[src/rtl/capture_pkg.sv]
// Shared state encoding and framing constants for the capture FIFO drain path.
// Also used by the FIFO fill side, so FIFO_DEPTH lives here.
package capture_pkg;

   typedef enum logic [2:0] {
      IDLE   = 3'd0,
      POP    = 3'd1,
      WAIT   = 3'd2,
      HDR_HI = 3'd3,
      HDR_LO = 3'd4,
      SEND   = 3'd5
   } state_t;

   localparam logic [15:0] DEF_SYNC_WORD  = 16'hA55A;
   localparam int          BYTES_PER_WORD = 4;
   localparam int          FIFO_DEPTH     = 10;

   // Byte idx of a word, idx 0 being the most significant byte.
   function automatic logic [7:0] word_byte(input logic [31:0] w, input logic [1:0] idx);
      case (idx)
         2'd0:    word_byte = w[31:24];
         2'd1:    word_byte = w[23:16];
         2'd2:    word_byte = w[15:8];
         default: word_byte = w[7:0];
      endcase
   endfunction

endpackage

[src/rtl/word_byte_serializer.sv]
// Word buffer to MSB-first byte stream, optionally prefixed by the 2-byte sync header.
// First byte is valid the cycle after i_load; data/valid hold while i_tx_ready is low.
module word_byte_serializer
   import capture_pkg::*;
#(
   parameter logic [15:0] SYNC_WORD = DEF_SYNC_WORD
) (
   input  logic        clk2,
   input  logic        rst_n,
   input  logic        i_load,
   input  logic        i_hdr,
   input  logic [31:0] i_word,
   input  logic        i_tx_ready,
   output logic [7:0]  o_tx_data,
   output logic        o_tx_valid,
   output logic        o_xfer,
   output logic        o_done
);

   logic [31:0] r_buf;
   logic [1:0]  r_idx;
   logic [1:0]  r_hdr;     // 2: high sync byte on the wire, 1: low sync byte, 0: word bytes
   logic        r_tx_vld;
   logic [7:0]  r_tx_dat;
   logic        w_xfer;
   logic        w_last;

   assign w_xfer     = r_tx_vld & i_tx_ready;
   assign w_last     = (r_hdr == 2'd0) && (r_idx == 2'(BYTES_PER_WORD - 1));
   assign o_xfer     = w_xfer;
   assign o_done     = w_xfer & w_last;
   assign o_tx_data  = r_tx_dat;
   assign o_tx_valid = r_tx_vld;

   always_ff @(posedge clk2 or negedge rst_n) begin
      if (!rst_n) begin
         r_buf    <= '0;
         r_idx    <= '0;
         r_hdr    <= '0;
         r_tx_vld <= 1'b0;
         r_tx_dat <= '0;
      end else if (i_load) begin
         r_buf    <= i_word;
         r_idx    <= '0;
         r_tx_vld <= 1'b1;
         if (i_hdr) begin
            r_hdr    <= 2'd2;
            r_tx_dat <= SYNC_WORD[15:8];
         end else begin
            r_hdr    <= 2'd0;
            r_tx_dat <= word_byte(i_word, 2'd0);
         end
      end else if (w_xfer) begin
         case (r_hdr)
            2'd2: begin
               r_hdr    <= 2'd1;
               r_tx_dat <= SYNC_WORD[7:0];
            end
            2'd1: begin
               r_hdr    <= 2'd0;
               r_tx_dat <= word_byte(r_buf, 2'd0);
            end
            default: begin
               if (w_last) begin
                  r_tx_vld <= 1'b0;
               end else begin
                  r_idx    <= r_idx + 2'd1;
                  r_tx_dat <= word_byte(r_buf, r_idx + 2'd1);
               end
            end
         endcase
      end
   end

endmodule

[src/rtl/capture_fifo_reader.sv]
// Drains the capture FIFO one word at a time and streams it as bytes with periodic sync headers.
// Pop-to-first-byte is 1+RD_LATENCY cycles (+2 with header); tx_ready low stalls the byte in place.
module capture_fifo_reader
   import capture_pkg::*;
#(
   parameter int          RD_LATENCY  = 1,
   parameter int          FRAME_WORDS = 10,
   parameter logic [15:0] SYNC_WORD   = DEF_SYNC_WORD
) (
   input  logic        clk2,
   input  logic        rst_n,
   input  logic        enable,
   input  logic        fifo_flag,
   output logic        fifo_rd,
   input  logic [31:0] fifo_data,
   output logic [7:0]  tx_data,
   output logic        tx_valid,
   input  logic        tx_ready,
   output logic        busy,
   output logic        frame_start,
   output logic [15:0] word_count
);

   state_t      r_state;
   logic        r_fifo_rd;
   logic        r_busy;
   logic        r_frame_start;
   logic [15:0] r_word_count;
   logic [7:0]  r_frame_idx;
   logic [1:0]  r_lat;
   logic        w_lat_done;
   logic        w_hdr;
   logic        w_xfer;
   logic        w_done;

   // Counter starts at 0 on the first WAIT cycle, so fifo_data is captured RD_LATENCY cycles after the pop.
   assign w_lat_done = (r_state == WAIT) && (r_lat == 2'(RD_LATENCY - 1));
   assign w_hdr      = (r_frame_idx == 8'd0);

   word_byte_serializer #(
      .SYNC_WORD (SYNC_WORD)
   ) u_ser (
      .clk2       (clk2),
      .rst_n      (rst_n),
      .i_load     (w_lat_done),
      .i_hdr      (w_hdr),
      .i_word     (fifo_data),
      .i_tx_ready (tx_ready),
      .o_tx_data  (tx_data),
      .o_tx_valid (tx_valid),
      .o_xfer     (w_xfer),
      .o_done     (w_done)
   );

   always_ff @(posedge clk2 or negedge rst_n) begin
      if (!rst_n) begin
         r_state       <= IDLE;
         r_fifo_rd     <= 1'b0;
         r_busy        <= 1'b0;
         r_frame_start <= 1'b0;
         r_word_count  <= '0;
         r_frame_idx   <= '0;
         r_lat         <= '0;
      end else begin
         r_fifo_rd     <= 1'b0;
         r_frame_start <= 1'b0;
         case (r_state)
            IDLE: begin
               if (enable && fifo_flag) begin
                  r_state   <= POP;
                  r_fifo_rd <= 1'b1;
                  r_busy    <= 1'b1;
               end
            end
            POP: begin
               r_state <= WAIT;
               r_lat   <= '0;
            end
            WAIT: begin
               if (w_lat_done) r_state <= w_hdr ? HDR_HI : SEND;
               else            r_lat   <= r_lat + 2'd1;
            end
            HDR_HI: begin
               if (w_xfer) begin
                  r_state       <= HDR_LO;
                  r_frame_start <= 1'b1;
               end
            end
            HDR_LO: begin
               if (w_xfer) r_state <= SEND;
            end
            SEND: begin
               if (w_done) begin
                  r_state      <= IDLE;
                  r_busy       <= 1'b0;
                  r_word_count <= r_word_count + 16'd1;
                  r_frame_idx  <= (r_frame_idx == 8'(FRAME_WORDS - 1)) ? 8'd0 : r_frame_idx + 8'd1;
               end
            end
            default: begin
               r_state <= IDLE;
               r_busy  <= 1'b0;
            end
         endcase
      end
   end

   assign fifo_rd     = r_fifo_rd;
   assign busy        = r_busy;
   assign frame_start = r_frame_start;
   assign word_count  = r_word_count;

endmodule

[config.mk]
export PLATFORM = sky130hd
export DESIGN_NAME = capture_fifo_reader
export DESIGN_NICKNAME = d
export VERILOG_FILES = /design/src/rtl/capture_pkg.sv /design/src/rtl/word_byte_serializer.sv /design/src/rtl/capture_fifo_reader.sv
export SDC_FILE = /design/constraint.sdc
export NUM_CORES = 1
export LEC_CHECK = 0
export BUFFER_PORTS_ARGS = -buffer_cell sky130_fd_sc_hd__buf_2
export CORE_AREA = 2 2 95 97
export DETAILED_ROUTE_END_ITERATION = 12
export DIE_AREA = 0 0 97 99
export PLACE_DENSITY = 0.65
export SYNTH_ARGS = -nofsm -noshare
export SYNTH_HDL_FRONTEND = slang
export SYNTH_HIERARCHICAL = 1
export SYNTH_SLANG_ARGS = --single-unit
[constraint.sdc]
create_clock -name clk2 -period 3.25 [get_ports clk2]
set_input_delay 0.1625 -clock clk2 [delete_from_list [all_inputs] [get_ports clk2]]
set_output_delay 0.1625 -clock clk2 [all_outputs]
set_load 0.005 [all_outputs]
==> results of run 1 <==
==> worst max path at each step <==
stage | start | endpoint | slack (ns) | cells past startpoint
4_1_cts | u_ser/r_idx[1] | r_frame_idx[5] | 0.77 | 6
6_report | u_ser/r_idx[1] | r_frame_idx[5] | 0.77 | 6
3_3_place_gp | u_ser/r_idx[1] | r_frame_idx[5] | 0.90 | 6
5_1_grt | u_ser/r_idx[1] | r_frame_idx[5] | 0.60 | 6
2_1_floorplan | r_lat[0] | u_ser/r_buf[0] | 1.39 | 7
3_5_place_dp | u_ser/r_idx[1] | r_frame_idx[5] | 0.81 | 6
==> kinds of logic after synthesis <==
family,after synthesis,share of synthesized area [%]
multiplexers,34,10.1
AO/OA/AOI/OAI,72,13.6
buffers and inverters,30,3.98
adder cells (fa/ha/maj),12,3.98
flip-flops,77,51.1
XOR/XNOR,20,4.65
AND/OR/NAND/NOR,86,12.5
==> flip-flops by register name (all words and copies together), names as in the netlist <==
signal	flops
r_state	3
u_ser/r_buf	32
u_ser/r_hdr	2
u_ser/r_idx	2
frame_start	1
word_count	16
r_frame_idx	8
fifo_rd	1
u_ser/o_tx_valid	1
u_ser/o_tx_data	8
busy	1
r_lat	2
==> cell type report <==
cell class                      instances  area [um2]
Clock inverter                          7        98.8
Tap cell                              108         135
Clock buffer                            9         124
Inverter                               15        56.3
Timing Repair Buffer                   66         338
Multi-Input combinational cell        224        1700
Fill cell                             793        4180
Sequential cell                        77        1930
==> critical path, delay by kind of cell (launching register included) <==
family                   cells  cell delay, ns
XOR/XNOR                     1            0.16
adder cells (fa/ha/maj)      1            0.54
flip-flops                   1            0.41
AND/OR/NAND/NOR              4            1.26
==> routing by layer <==
metal	up-vias	share of wire [%]	track usage (%)
met3	6	5.6	4.47
met1	1357	45	24.4
li1	1321	-	-
met4	0	0.99	4.98
met5	-	0	0
met2	84	49	28.0
==> layout by cell type, fill, tap and decap left out, drive strengths merged, types with 2 or more instances in the layout <==
master   count
a2bb2oi      3
clkbuf       9
nand2       23
and2         3
dfrtp       77
inv         16
a222oi       4
a21oi       19
a211oi       5
a31oi        9
a221oi       4
buf         66
mux2        33
xor2         3
bufinv       2
o21ai       10
and3         5
nor2        17
nand4b       3
nand3       11
xnor2       17
nand4        9
clkinv       3
a21o         4
ha          12
nor3         9
a22oi        8
==> report_power, final <==
group / internal, mW / leakage (nW) / total (mW) / switching, mW
combinational: 0.628 / 0.909 / 1.24 / 0.610
clock: 0.436 / 0.110 / 0.812 / 0.376
sequential: 1.29 / 0.951 / 1.56 / 0.277
total: 2.35 / 1.97 / 3.62 / 1.26
==> through the flow <==
stage               setup slack, ns  instances
floorplan                      1.39        331
global placement              0.898        490
detailed placement            0.808        490
CTS                           0.767        506
global route                  0.597        506
finish                        0.772        506
==> flow_results.xml, run 1 <==
<?xml version="1.0" encoding="UTF-8"?>
<metrics>
  <group name="outcome">
    <metric name="status" unit="">finished, violations left</metric>
    <metric name="failed_checks" unit="">negative hold slack</metric>
  </group>
  <group name="timing">
    <metric name="final.min_clock_period" unit="ns">2.48</metric>
    <metric name="maxSlewHeadroom" unit="%">35.5</metric>
    <metric name="rsz0062_at_grt" unit="">no</metric>
    <metric name="final.hold.worst_slack" unit="ns">-0.0507</metric>
    <metric name="setup_viol" unit="">0</metric>
    <metric name="final_min_period_over_clock_period" unit="%">76.2</metric>
    <metric name="setup_total_negative_slack" unit="ns">0</metric>
    <metric name="final-hold-violation-count" unit="">48</metric>
    <metric name="transition_time_at_the_pin_with_the_least_slew_margin" unit="ns">0.967</metric>
    <metric name="worst_clock_skew" unit="ns">0.00983</metric>
    <metric name="maxClockFrequency" unit="MHz">404</metric>
    <metric name="maxSlewViolCount" unit="">0</metric>
  </group>
  <group name="detailed_routing">
    <metric name="drc" unit="">0</metric>
    <metric name="vias_per_cell" unit="">5.47</metric>
    <metric name="num_vias" unit="">2768</metric>
    <metric name="wl_per_cell" unit="um">16.2</metric>
    <metric name="drt_first_iter_violations" unit="">154</metric>
    <metric name="routed_wire_length" unit="mm">8.18</metric>
    <metric name="ant_nets" unit="">0</metric>
    <metric name="detail_route.first_pass.iterations" unit="">4</metric>
  </group>
  <group name="floorplan">
    <metric name="chipWidth" unit="um">97</metric>
    <metric name="core" unit="um2">8550</metric>
    <metric name="die_height" unit="um">99</metric>
    <metric name="start_util" unit="%">44.1</metric>
    <metric name="die_footprint" unit="um2">9600</metric>
    <metric name="ioPinCount" unit="">65</metric>
    <metric name="rows" unit="">34</metric>
  </group>
  <group name="global_routing">
    <metric name="grt_usage" unit="%">17.7</metric>
    <metric name="antenna_violations_before_repair" unit="">0</metric>
    <metric name="maximum_number_of_pins_on_one_net_before_global_route_repair" unit="">78</metric>
    <metric name="grt_pass1_vias" unit="">2751</metric>
    <metric name="grt_remaining_overflow" unit="">0</metric>
    <metric name="wire_length_of_the_first_global_routing_pass" unit="mm">13.8</metric>
  </group>
  <group name="critical_path">
    <metric name="worst-setup-path-type" unit="">flop to flop</metric>
    <metric name="reg2reg_setup_slack" unit="ns">0.77</metric>
    <metric name="cp.arrival" unit="ns">2.71</metric>
    <metric name="critical_path.slowest_cell" unit="">sky130_fd_sc_hd__ha_1</metric>
    <metric name="reg2reg_from" unit="">u_ser/r_idx[1]</metric>
    <metric name="worst_r2r_path_depth" unit="">6</metric>
    <metric name="worst_r2r_endpoint" unit="">r_frame_idx[5]</metric>
    <metric name="setup.worst_path.start_class" unit="">flop</metric>
    <metric name="critical_path.max_stage_delay" unit="ns">0.54</metric>
    <metric name="critical_path_required" unit="ns">3.49</metric>
    <metric name="end_kind" unit="">flop</metric>
    <metric name="crit_top_cell" unit="">sky130_fd_sc_hd__and3_1</metric>
    <metric name="path_max_fanout" unit="">12</metric>
    <metric name="crit_chain" unit="">ha_1 -&gt; and3_1 -&gt; and4b_1 -&gt; and3_1 -&gt; nand4_1 -&gt; xnor2_1</metric>
  </group>
  <group name="yosys">
    <metric name="synth-edff-count" unit="">0</metric>
    <metric name="synth_seq_cells" unit="">77</metric>
    <metric name="synthesis.nets" unit="">380</metric>
    <metric name="synth_largest_area_cell" unit="">sky130_fd_sc_hd__dfrtp_1</metric>
    <metric name="most_instantiated_flip_flop_cell_in_the_synthesis_netlist" unit="">sky130_fd_sc_hd__dfrtp_1</metric>
    <metric name="synth_most_common_cell" unit="">sky130_fd_sc_hd__dfrtp_1</metric>
    <metric name="netlist_instances" unit="">331</metric>
    <metric name="synthDistinctLibCells" unit="">48</metric>
    <metric name="mappedNetlistArea" unit="um2">3770</metric>
    <metric name="netlist_top_cells_count" unit="">sky130_fd_sc_hd__dfrtp_1 (77), sky130_fd_sc_hd__mux2_2 (33), sky130_fd_sc_hd__nand2_1 (23)</metric>
    <metric name="main_area_contributors_after_synthesis" unit="">sky130_fd_sc_hd__dfrtp_1 (51%), sky130_fd_sc_hd__mux2_2 (9.9%), sky130_fd_sc_hd__ha_1 (4.0%), sky130_fd_sc_hd__xnor2_1 (4.0%), sky130_fd_sc_hd__nand2_1 (2.3%)</metric>
    <metric name="synthArstFlopShare" unit="%">100</metric>
    <metric name="area_fraction_of_the_dominant_cell_type_after_synthesis" unit="%">51.1</metric>
    <metric name="syn_avg_cell_area" unit="um2">11.4</metric>
    <metric name="yosysWarningCount" unit="">6</metric>
    <metric name="seq_area_frac_synth" unit="%">51.1</metric>
  </group>
  <group name="power">
    <metric name="worst_ir_drop_vdd" unit="V">0.000422</metric>
    <metric name="design_power_total" unit="mW">3.62</metric>
    <metric name="leakage" unit="nW">1.97</metric>
    <metric name="powerDensity" unit="nW/um2">826</metric>
  </group>
  <group name="cts">
    <metric name="cts.repair_timing.setup_buffer_count" unit="">0</metric>
    <metric name="cts.htree.levels" unit="">3</metric>
    <metric name="cts_tree" unit="">done</metric>
    <metric name="clock_tree.buffer_depth" unit="">2</metric>
    <metric name="clock-sinks" unit="">77</metric>
    <metric name="post_cts_hold_buffer_count" unit="">0</metric>
    <metric name="cts.clk_slew.worst_paths" unit="ns">0.08</metric>
    <metric name="clkLatencyLatePin" unit="ns">0.35</metric>
    <metric name="cts_resized" unit="">0</metric>
    <metric name="ctsRootBufferMaster" unit="">sky130_fd_sc_hd__clkbuf_8</metric>
    <metric name="tritoncts.num_buffers" unit="">9</metric>
  </group>
  <group name="layout">
    <metric name="post_route_cells_drive_above_1_share" unit="%">32.2</metric>
    <metric name="num_antenna_cells" unit="">0</metric>
    <metric name="final_core_utilization" unit="%">51.2</metric>
    <metric name="design_area" unit="um2">4380</metric>
    <metric name="fin_nets" unit="">442</metric>
    <metric name="syn_to_final_growth" unit="%">16.1</metric>
  </group>
  <group name="hold_path">
    <metric name="hold_class" unit="">primary input to asynchronous set/reset pin</metric>
  </group>
  <group name="place">
    <metric name="dpl.hpwl" unit="mm">5.69</metric>
    <metric name="routabilityCongestion" unit="">0.823</metric>
    <metric name="dpl_cell_area" unit="um2">4150</metric>
    <metric name="portBuffers" unit="">64</metric>
  </group>
  <group name="flow_run">
    <metric name="max_cap_violations" unit="">0</metric>
  </group>
</metrics>
Note: power is estimated with default switching activity, not from simulation.
==> run 2, diff against run 1 <==
==> constraint.sdc (replaced) <==
create_clock -name clk2 -period 2.5 [get_ports clk2]
set_input_delay 0.125 -clock clk2 [delete_from_list [all_inputs] [get_ports clk2]]
set_output_delay 0.125 -clock clk2 [all_outputs]
set_load 0.005 [all_outputs]
==> flow_results.xml, run 2 (same netlist as run 1, synthesis figures left out) <==
<?xml version="1.0" encoding="UTF-8"?>
<metrics>
  <group name="timing">
    <metric name="final.min_clock_period" unit="ns">2.14</metric>
    <metric name="final-hold-violation-count" unit="">0</metric>
    <metric name="setup_total_negative_slack" unit="ns">0</metric>
    <metric name="worst_clock_skew" unit="ns">0.0123</metric>
    <metric name="transition_time_at_the_pin_with_the_least_slew_margin" unit="ns">0.971</metric>
    <metric name="setup_viol" unit="">0</metric>
    <metric name="rsz0062_at_grt" unit="">no</metric>
    <metric name="maxClockFrequency" unit="MHz">468</metric>
    <metric name="maxSlewHeadroom" unit="%">35.3</metric>
    <metric name="final_min_period_over_clock_period" unit="%">85.5</metric>
    <metric name="maxSlewViolCount" unit="">0</metric>
  </group>
  <group name="global_routing">
    <metric name="grt_usage" unit="%">18.4</metric>
    <metric name="maximum_number_of_pins_on_one_net_before_global_route_repair" unit="">78</metric>
    <metric name="grt_remaining_overflow" unit="">0</metric>
    <metric name="wire_length_of_the_first_global_routing_pass" unit="mm">14.2</metric>
    <metric name="grt_pass1_vias" unit="">2895</metric>
    <metric name="antenna_violations_before_repair" unit="">0</metric>
  </group>
  <group name="power">
    <metric name="p_sw_share" unit="%">34.7</metric>
    <metric name="design_power_total" unit="mW">4.76</metric>
    <metric name="power.share.clock" unit="%">22.3</metric>
    <metric name="comb_power_share" unit="%">35.5</metric>
    <metric name="leakage" unit="nW">2.08</metric>
    <metric name="power_switching" unit="mW">1.65</metric>
    <metric name="seq_power_share" unit="%">42.2</metric>
    <metric name="worst_ir_drop_vdd" unit="V">0.000517</metric>
    <metric name="powerDensity" unit="nW/um2">1030</metric>
    <metric name="internal-power" unit="mW">3.11</metric>
  </group>
  <group name="cts">
    <metric name="clock_tree.buffer_depth" unit="">2</metric>
    <metric name="ctsRootBufferMaster" unit="">sky130_fd_sc_hd__clkbuf_8</metric>
    <metric name="clkLatencyLatePin" unit="ns">0.35</metric>
    <metric name="clock-sinks" unit="">77</metric>
    <metric name="cts.clk_slew.worst_paths" unit="ns">0.09</metric>
    <metric name="cts_tree" unit="">done</metric>
    <metric name="cts_resized" unit="">0</metric>
    <metric name="cts.repair_timing.setup_buffer_count" unit="">0</metric>
    <metric name="tritoncts.num_buffers" unit="">9</metric>
    <metric name="cts.htree.levels" unit="">3</metric>
    <metric name="post_cts_hold_buffer_count" unit="">21</metric>
  </group>
  <group name="floorplan">
    <metric name="chipWidth" unit="um">97</metric>
    <metric name="rows" unit="">34</metric>
    <metric name="die_footprint" unit="um2">9600</metric>
    <metric name="ioPinCount" unit="">65</metric>
    <metric name="start_util" unit="%">44.1</metric>
    <metric name="core" unit="um2">8550</metric>
    <metric name="die_height" unit="um">99</metric>
  </group>
  <group name="detailed_routing">
    <metric name="routed_wire_length" unit="mm">8.37</metric>
    <metric name="route.met2.wl" unit="mm">4.15</metric>
    <metric name="drt_first_iter_violations" unit="">128</metric>
    <metric name="vias_per_cell" unit="">5.41</metric>
    <metric name="drc" unit="">0</metric>
    <metric name="detail_route.first_pass.iterations" unit="">7</metric>
    <metric name="wl_met1" unit="mm">3.73</metric>
    <metric name="num_vias" unit="">2878</metric>
    <metric name="ant_nets" unit="">0</metric>
    <metric name="uppermost_signal_routing_layer_after_detailed_routing" unit="">met4</metric>
    <metric name="wl_per_cell" unit="um">15.7</metric>
    <metric name="detail_route_met3_wl" unit="um">410</metric>
  </group>
  <group name="layout">
    <metric name="number_of_fill_cells" unit="">755</metric>
    <metric name="regMostFlops" unit="">u_ser/r_buf</metric>
    <metric name="final_core_utilization" unit="%">54.1</metric>
    <metric name="final_cell_mix" unit="">sky130_fd_sc_hd__dfrtp_1 (77), sky130_fd_sc_hd__buf_2 (63), sky130_fd_sc_hd__mux2_2 (33), sky130_fd_sc_hd__nand2_1 (23), sky130_fd_sc_hd__dlygate4sd3_1 (22)</metric>
    <metric name="num_antenna_cells" unit="">0</metric>
    <metric name="layout.cells.most_common" unit="">sky130_fd_sc_hd__dfrtp_1</metric>
    <metric name="flip_flop_count_of_the_largest_register_after_layout" unit="">32</metric>
    <metric name="fin_nets" unit="">468</metric>
    <metric name="syn_to_final_growth" unit="%">22.7</metric>
    <metric name="post_route_cells_drive_above_1_share" unit="%">30.9</metric>
  </group>
  <group name="critical_path">
    <metric name="critical_path.max_stage_delay" unit="ns">0.43</metric>
    <metric name="setup.worst_path.start_class" unit="">flop</metric>
    <metric name="critical_path_required" unit="ns">2.74</metric>
    <metric name="end_kind" unit="">flop</metric>
    <metric name="critical_path_buf_inv_count" unit="">2</metric>
    <metric name="critical_path.slowest_cell" unit="">sky130_fd_sc_hd__buf_4</metric>
    <metric name="worst-setup-path-type" unit="">flop to flop</metric>
    <metric name="timing.critical_path.max_delay_family" unit="">buffers and inverters</metric>
    <metric name="cp.arrival" unit="ns">2.37</metric>
    <metric name="path_max_fanout" unit="">28</metric>
    <metric name="crit_chain" unit="">inv_1 -&gt; ha_1 -&gt; nand2_1 -&gt; nor3_2 -&gt; buf_4 -&gt; mux2_2</metric>
  </group>
  <group name="place">
    <metric name="dpl.hpwl" unit="mm">5.76</metric>
    <metric name="routabilityCongestion" unit="">0.809</metric>
    <metric name="portBuffers" unit="">64</metric>
  </group>
  <group name="flow_run">
    <metric name="max_cap_violations" unit="">0</metric>
  </group>
  <group name="outcome">
    <metric name="status" unit="">finished, final reports clean</metric>
  </group>
  <group name="hold_path">
    <metric name="hold_class" unit="">primary input to flop</metric>
  </group>
</metrics>
-- run 2: cell types whose count changed in the layout (fill, tap and decap cells not counted), sizes merged --
cell         before  now
clkbuf            9   10
buf              66   70
clkinv            3    1
dlygate4sd3       0   22
inv              16   17
-- run 2: per-stage QoR --
step / std cells / area [um2] / hold slack, ns / worst slack, ns
global route: 532 / 4620 / 0.00387 / 0.125
floorplan: 331 / 3770 / -0.171 / 0.640
global placement: 494 / 4180 / 0.357 / 0.415
CTS: 531 / 4610 / 0.00109 / 0.351
finish: 532 / 4620 / 0.0184 / 0.364
detailed placement: 494 / 4180 / 0.355 / 0.375
-- run 2: metal layers --
metal,GRT usage [%],vias up
met1,24.2,1423
met2,30.1,74
met3,4.89,5
met4,5.53,0
met5,0,-
li1,-,1376
-- run 2: path summary, 6_finish.rpt --
path,start,end,slack [ns],cells past startpoint
max reg2reg,r_lat[0],u_ser/r_buf[18],0.36,6
min in group asynchronous,rst_n,fifo_rd,0.47,2
max,r_lat[0],u_ser/r_buf[18],0.36,6
min reg2reg,r_lat[0],r_lat[0],0.48,2
max in group asynchronous,rst_n,r_frame_idx[1],1.39,2
min,fifo_data[25],u_ser/r_buf[25],0.02,2
-- run 2: power groups by stage --
stage	logic (mW)	registers, mW	clock network, mW
2_1_floorplan	1.29	1.92	0
3_3_place_gp	1.61	2.02	0
3_5_place_dp	1.66	2.03	0
4_1_cts	1.69	2.00	1.09
5_1_grt	1.88	2.07	1.14
6_report	1.69	2.01	1.06
-- run 2: final cells by class --
type / count / area (um2) / area share (%)
Multi-Input combinational cell: 224 / 1700 / 36.7
Sequential cell: 77 / 1930 / 41.7
Clock buffer: 10 / 128 / 2.76
Clock inverter: 6 / 93.8 / 2.03
Tap cell: 108 / 135 / 2.92
Timing Repair Buffer: 92 / 588 / 12.7
Inverter: 15 / 56.3 / 1.22
-- run 2: worst reg2reg max path: stages, from the launching register on --
cell and delay (ns):
sky130_fd_sc_hd__dfrtp_1 0.38, sky130_fd_sc_hd__inv_1 0.09, sky130_fd_sc_hd__ha_1 0.23, sky130_fd_sc_hd__nand2_1 0.11, sky130_fd_sc_hd__nor3_2 0.40, sky130_fd_sc_hd__buf_4 0.43
sky130_fd_sc_hd__mux2_2 0.40
